[src/rtl/output_port_arbiter.sv]
// ---------------------------------------------------------------------------
// output_port_arbiter
//   Allocates one router output port among NUM_IN inputs. Arbitration is
//   round-robin at packet granularity. After an input wins, the port stays
//   locked to it until FLITS_PER_PKT flits have crossed. A credit counter
//   tracks free downstream buffer slots. A flit moves only when at least one
//   credit is available.
//
//   Optional build macro: OPA_CREDIT_CHECK_EN adds the sticky err_o output
//   (credit overflow / valid-without-request misuse detection).
//
// Ports
//   clk           clock, rising edge
//   rst           asynchronous reset, active low
//   req_i         per-input head-flit request for this output
//   valid_i       per-input flit valid
//   credit_ret_i  downstream returned one buffer slot
//   grant_o       one-hot owner, held for the whole packet
//   sel_o         encoded owner index for the crossbar mux
//   xfer_o        a flit moves from the owner this cycle
//   busy_o        port is locked to an owner
//   credit_cnt_o  current credit count
//   err_o         sticky credit/protocol error (OPA_CREDIT_CHECK_EN only)
// ---------------------------------------------------------------------------
module output_port_arbiter #(
  parameter int NUM_IN        = 5,
  parameter int FLITS_PER_PKT = 5,
  parameter int CREDIT_MAX    = 4,
  parameter int SELW          = 3,
  parameter int CW            = 3
) (
  input  logic              clk,
  input  logic              rst,
  input  logic [NUM_IN-1:0] req_i,
  input  logic [NUM_IN-1:0] valid_i,
  input  logic              credit_ret_i,
  output logic [NUM_IN-1:0] grant_o,
  output logic [SELW-1:0]   sel_o,
  output logic              xfer_o,
  output logic              busy_o,
  output logic [CW-1:0]     credit_cnt_o
`ifdef OPA_CREDIT_CHECK_EN
  ,
  output logic              err_o
`endif
);

  localparam int FW = (FLITS_PER_PKT > 1) ? $clog2(FLITS_PER_PKT) : 1;
  localparam logic [FW-1:0] LAST_FLIT = FW'(FLITS_PER_PKT - 1);
  localparam logic [CW-1:0] CRED_FULL = CW'(CREDIT_MAX);

  typedef enum logic [0:0] {
    S_IDLE = 1'b0,
    S_LOCK = 1'b1
  } state_e;

  state_e              state_q, state_d;
  logic [NUM_IN-1:0]   grant_q, grant_d;
  logic [SELW-1:0]     sel_q, sel_d;
  logic                busy_q, busy_d;
  logic [FW-1:0]       flit_q, flit_d;
  logic [SELW-1:0]     rr_q, rr_d;
  logic [CW-1:0]       credit_q, credit_d;

  logic                win_found_s;
  logic [SELW-1:0]     win_idx_s;
  logic                xfer_s;
  int                  idx_v;

  // Flit moves only from the locked owner and only while a credit is free.
  assign xfer_s = (state_q == S_LOCK) && valid_i[sel_q] && (credit_q != {CW{1'b0}});

  // Round-robin search: first requester at or after rr_q, wrapping.
  always_comb begin
    win_found_s = 1'b0;
    win_idx_s   = {SELW{1'b0}};
    idx_v       = 0;
    for (int k = 0; k < NUM_IN; k++) begin
      idx_v = int'(rr_q) + k;
      if (idx_v >= NUM_IN) begin
        idx_v = idx_v - NUM_IN;
      end else begin
        idx_v = idx_v;
      end
      if (!win_found_s && req_i[idx_v]) begin
        win_found_s = 1'b1;
        win_idx_s   = SELW'(idx_v);
      end else begin
        win_found_s = win_found_s;
      end
    end
  end

  // Arbitration / packet-lock FSM next state.
  always_comb begin
    state_d = state_q;
    grant_d = grant_q;
    sel_d   = sel_q;
    busy_d  = busy_q;
    flit_d  = flit_q;
    rr_d    = rr_q;
    case (state_q)
      S_IDLE: begin
        if (win_found_s) begin
          state_d = S_LOCK;
          grant_d = NUM_IN'(1) << win_idx_s;
          sel_d   = win_idx_s;
          busy_d  = 1'b1;
          flit_d  = {FW{1'b0}};
        end else begin
          state_d = S_IDLE;
        end
      end
      S_LOCK: begin
        if (xfer_s) begin
          if (flit_q == LAST_FLIT) begin
            // Tail flit: release the port and move the pointer past the owner.
            state_d = S_IDLE;
            grant_d = {NUM_IN{1'b0}};
            busy_d  = 1'b0;
            flit_d  = {FW{1'b0}};
            if (int'(sel_q) == NUM_IN - 1) begin
              rr_d = {SELW{1'b0}};
            end else begin
              rr_d = sel_q + SELW'(1);
            end
          end else begin
            flit_d = flit_q + FW'(1);
          end
        end else begin
          state_d = S_LOCK;
        end
      end
      default: begin
        state_d = S_IDLE;
        grant_d = {NUM_IN{1'b0}};
        busy_d  = 1'b0;
        flit_d  = {FW{1'b0}};
      end
    endcase
  end

  // Credit counter: simultaneous use and return cancel; returns saturate.
  always_comb begin
    credit_d = credit_q;
    case ({xfer_s, credit_ret_i})
      2'b10: credit_d = credit_q - CW'(1);
      2'b01: begin
        if (credit_q != CRED_FULL) begin
          credit_d = credit_q + CW'(1);
        end else begin
          credit_d = credit_q;
        end
      end
      default: credit_d = credit_q;
    endcase
  end

  // State, owner and credit registers.
  always_ff @(posedge clk or negedge rst) begin
    if (!rst) begin
      state_q  <= S_IDLE;
      grant_q  <= {NUM_IN{1'b0}};
      sel_q    <= {SELW{1'b0}};
      busy_q   <= 1'b0;
      flit_q   <= {FW{1'b0}};
      rr_q     <= {SELW{1'b0}};
      credit_q <= CRED_FULL;
    end else begin
      state_q  <= state_d;
      grant_q  <= grant_d;
      sel_q    <= sel_d;
      busy_q   <= busy_d;
      flit_q   <= flit_d;
      rr_q     <= rr_d;
      credit_q <= credit_d;
    end
  end

`ifdef OPA_CREDIT_CHECK_EN
  logic err_q, err_d;
  logic overflow_s, misuse_s;

  // Overflow: a return arrives with a full counter and nothing consuming it.
  // Misuse: during the arbitration cycle, an input shows a flit without a head request.
  assign overflow_s = credit_ret_i && !xfer_s && (credit_q == CRED_FULL);
  assign misuse_s   = (state_q == S_IDLE) && win_found_s && (|(valid_i & ~req_i));

  // Sticky error flag.
  always_comb begin
    err_d = err_q | overflow_s | misuse_s;
  end

  // Error register, cleared only by reset.
  always_ff @(posedge clk or negedge rst) begin
    if (!rst) begin
      err_q <= 1'b0;
    end else begin
      err_q <= err_d;
    end
  end

  assign err_o = err_q;
`endif

  assign grant_o      = grant_q;
  assign sel_o        = sel_q;
  assign xfer_o       = xfer_s;
  assign busy_o       = busy_q;
  assign credit_cnt_o = credit_q;

endmodule

[config.mk]
export PLATFORM = sky130hd
export DESIGN_NAME = output_port_arbiter
export DESIGN_NICKNAME = d
export VERILOG_FILES = /design/src/rtl/output_port_arbiter.sv
export SDC_FILE = /design/constraint.sdc
export NUM_CORES = 1
export LEC_CHECK = 0
export CAP_MARGIN = 20
export CORE_UTILIZATION = 29
export DETAILED_ROUTE_END_ITERATION = 6
export SLEW_MARGIN = 30
export SYNTH_ARGS = -nofsm -noshare
export SYNTH_HDL_FRONTEND = slang
export SYNTH_SLANG_ARGS = --single-unit
[constraint.sdc]
create_clock -name clk -period 3 [get_ports clk]
set_input_delay 0.6 -clock clk [delete_from_list [all_inputs] [get_ports clk]]
set_output_delay 0.6 -clock clk [all_outputs]
set_load 0.03 [all_outputs]
==> impl_metrics.py <==
metrics = {
    "placed_design": {
        "dp_slack_ns": -0.319,
        "dp.cells": 454,
        "hpwl_mm": 5.47,
        "place_area_sq_mm": 0.00311,
        "place.gp.congestion": 0.877,
        "port_buffers": 25,
    },
    "setup_path": {
        "r2r_slack_ns": -0.07,
        "r2r_end": "grant_o[2]",
        "r2r_start": "rr_q[0]",
        "crit_arrival_ns": 3.22,
        "crit_path_start_kind": "flip-flop",
        "path_max_fanout": 7,
        "crit_required_ns": 3.15,
        "max_stage_delay_ns": 0.50,
        "cp_top_family": "compound AO/OA/AOI/OAI gates",
        "path_depth": 13,
        "cp-endpoint": "grant_o[2]",
        "crit_buf_inv": 3,
        "cp_cell_sequence": "inv_6, ha_1, inv_2, ha_2, a21o_1, or3_1, a21oi_2, o32ai_2, o21bai_4, buf_4, a31o_1, a211o_1, a32o_1",
        "cp_slowest_cell": "dfrtp_2",
        "critPathLaunch": "rr_q[0]",
        "end_kind": "flip-flop",
        "r2r_cells": 13,
        "path_class": "flip-flop to flip-flop",
    },
    "synth": {
        "syn_area_sq_mm": 0.00225,
        "syn_nets": 302,
        "ys_seq_elements": 19,
        "yosysTopAreaCellShare": 0.201,
        "yosys-top-cells-area": "dfrtp_1 (20%), ha_1 (8.4%), nand2_1 (4.7%)",
        "syn_inst": 273,
        "ys_seq_area_frac": 0.212,
        "syn_area_per_cell_sq_um": 8.23,
        "ys.flop_type": "dfrtp_1",
        "yosys.area.top_type": "dfrtp_1",
        "ys_types": 67,
        "yosysWarnings": 0,
        "ys_async_sr_fraction": 1.00,
        "synth_enable_flop_cells": 0,
    },
    "timing": {
        "rsz0062_at_grt": "true",
        "relSlewSlack": 0.627,
        "hold_violations": 0,
        "finalCriticalPeriod_ns": 3.07,
        "worst_slew_pin_slew_ns": 0.553,
        "clock_skew_ns": 0.00527,
        "fin_ws_ns": -0.0657,
        "setup_viol": 7,
        "drv_slew": 0,
        "fin_crit_sh": 1.02,
        "fmax_mhz": 326,
    },
    "min_path": {
        "hold_class": "input pin to asynchronous set/reset pin",
    },
    "routing": {
        "postRouteAntennaNets": 0,
        "drc": 0,
        "routed_wl_mm": 7.08,
        "avgRoutedWirePerCell_um": 15.2,
        "vias": 2455,
        "viasPerCell": 5.26,
        "drtIter0Drc": 108,
        "dr.pass1.iters": 4,
    },
    "status": {
        "violations": "setup timing",
        "status": "finished, violations left",
    },
    "cts": {
        "cts_max_level": 1,
        "cts_hold_buffers": 0,
        "insertion_delay_ns": 0.26,
        "numCtsBuffers": 3,
        "cts_tree": "yes",
        "clkSinkCount": 19,
        "clockBufferDepth": 2,
        "cts_root_buf": "clkbuf_8",
        "path_clk_slew_ns": 0.07,
    },
    "final_layout": {
        "antennaDiodeCount": 0,
        "area_delta_synth_final_pct": 51.0,
        "utilization": 0.460,
        "layout.cells.non_filler": 467,
        "fin_nets": 398,
        "drive_gt1_frac": 0.378,
        "fin_area_sq_mm": 0.00339,
    },
    "floorplanning": {
        "die_h_um": 90,
        "dieArea_sq_mm": 0.00810,
        "die_w_um": 90,
        "start_util": 0.305,
        "core_region_area_sq_mm": 0.00737,
        "pin_count": 26,
        "placementRows": 31,
    },
    "global_routing": {
        "gr-usage-all-layers": 0.174,
        "antenna_found_initial": 0,
        "grt_first_pass_wirelength_mm": 11.6,
        "grt_max_degree": 20,
        "grt_pass1_vias": 2459,
        "grt.overflow.total": 0,
    },
    "run": {
        "maxCapViolCount": 0,
    },
}
layout make-up:
cell class | instances | area [sq um]
fillers | 767 | 3980
multi-input cells | 225 | 1830
repair buffers | 103 | 847
flip-flops and latches | 19 | 479
well taps | 99 | 124
inverters | 17 | 71.3
clock buffers | 4 | 45.0
registers in the layout, indices dropped and copies added, names as in the netlist:
register,cells
flit_q,3
credit_cnt_o,3
grant_o,5
rr_q,3
state_q,1
sel_o,3
busy_o,1
logic make-up after synthesis:
kind of cell,share of synthesized area
AOI/OAI and AO/OA,0.312
xor gates and xnor gates,0.0228
adders and majority gates,0.0925
buffers and inverters,0.0613
DFF,0.212
muxes,0.0630
and+or+nand+nor,0.236
how the worst min path moves through the flow:
stage | startpoint | to | slack [ns] | cells after the start
2_1_floorplan | rst | busy_o | 0.30 | 0
3_3_place_gp | busy_o | busy_o | 0.48 | 2
3_5_place_dp | busy_o | busy_o | 0.47 | 2
4_1_cts | busy_o | busy_o | 0.50 | 2
5_1_grt | rst | flit_q[1] | 0.31 | 1
6_report | rst | grant_o[3] | 0.27 | 1
routing by layer:
| layer | wire length, um | vias up | global-route usage |
|---|---|---|---|
| met2 | 3390 | 42 | 0.296 |
| li1 | - | 1225 | - |
| met5 | 0 | - | 0 |
| met3 | 222 | 6 | 0.0220 |
| met4 | 49 | 0 | 0.0376 |
| met1 | 3410 | 1182 | 0.235 |
synthesized netlist by cell type, types with 4 or more instances:
| library cell | n |
|---|---|
| nor2_1 | 11 |
| o21ai_0 | 18 |
| a21o_1 | 4 |
| o31ai_1 | 4 |
| nand2_1 | 28 |
| o22ai_1 | 4 |
| mux2i_1 | 6 |
| inv_1 | 17 |
| mux2_2 | 4 |
| dfrtp_1 | 18 |
| a21oi_1 | 16 |
| and2_1 | 6 |
| nand3_1 | 10 |
| nor2b_1 | 8 |
| nor3_1 | 7 |
| xnor2_1 | 4 |
| ha_1 | 15 |
| clkbuf_1 | 6 |
| a211oi_1 | 7 |
| a22oi_1 | 4 |
worst reg2reg max path: stages (launching register included):
cell and delay [ns]:
dfrtp_2 0.50, inv_6 0.10, ha_1 0.15, inv_2 0.05
ha_2 0.18, a21o_1 0.18, or3_1 0.32, a21oi_2 0.20
o32ai_2 0.11, o21bai_4 0.21, buf_4 0.17, a31o_1 0.18
a211o_1 0.33, a32o_1 0.27
per-stage QoR:
stage	setup TNS, ns	hold slack [ns]
5_1_grt	-1.96	0.310
4_1_cts	-0.182	0.502
6_report	-0.183	0.272
3_3_place_gp	-1.74	0.477
3_5_place_dp	-2.50	0.472
2_1_floorplan	-0.335	0.304
placed cells by master (no fill, tap or decap), types with 4 or more instances in the layout:
cell	instances
nand2_1	27
ha_4	4
buf_4	75
a211oi_1	5
and2_1	5
dfrtp_1	16
xnor2_1	4
o21ai_0	14
a21oi_1	13
nor2b_1	7
nor3_1	6
nor2_1	11
a21o_1	4
clkdlybuf4s50_1	22
nand3_1	10
ha_1	9
mux2i_1	6
inv_1	13
timing repair:
action,CTS,global route
endpoints found under the setup margin,12,13
setup buffers,7,2
resized for setup,18,23
pin swaps,17,14
Power is left out: the tool's default activity adds up to more than one toggle a clock period on the data nets, which glitch-free logic cannot reach.
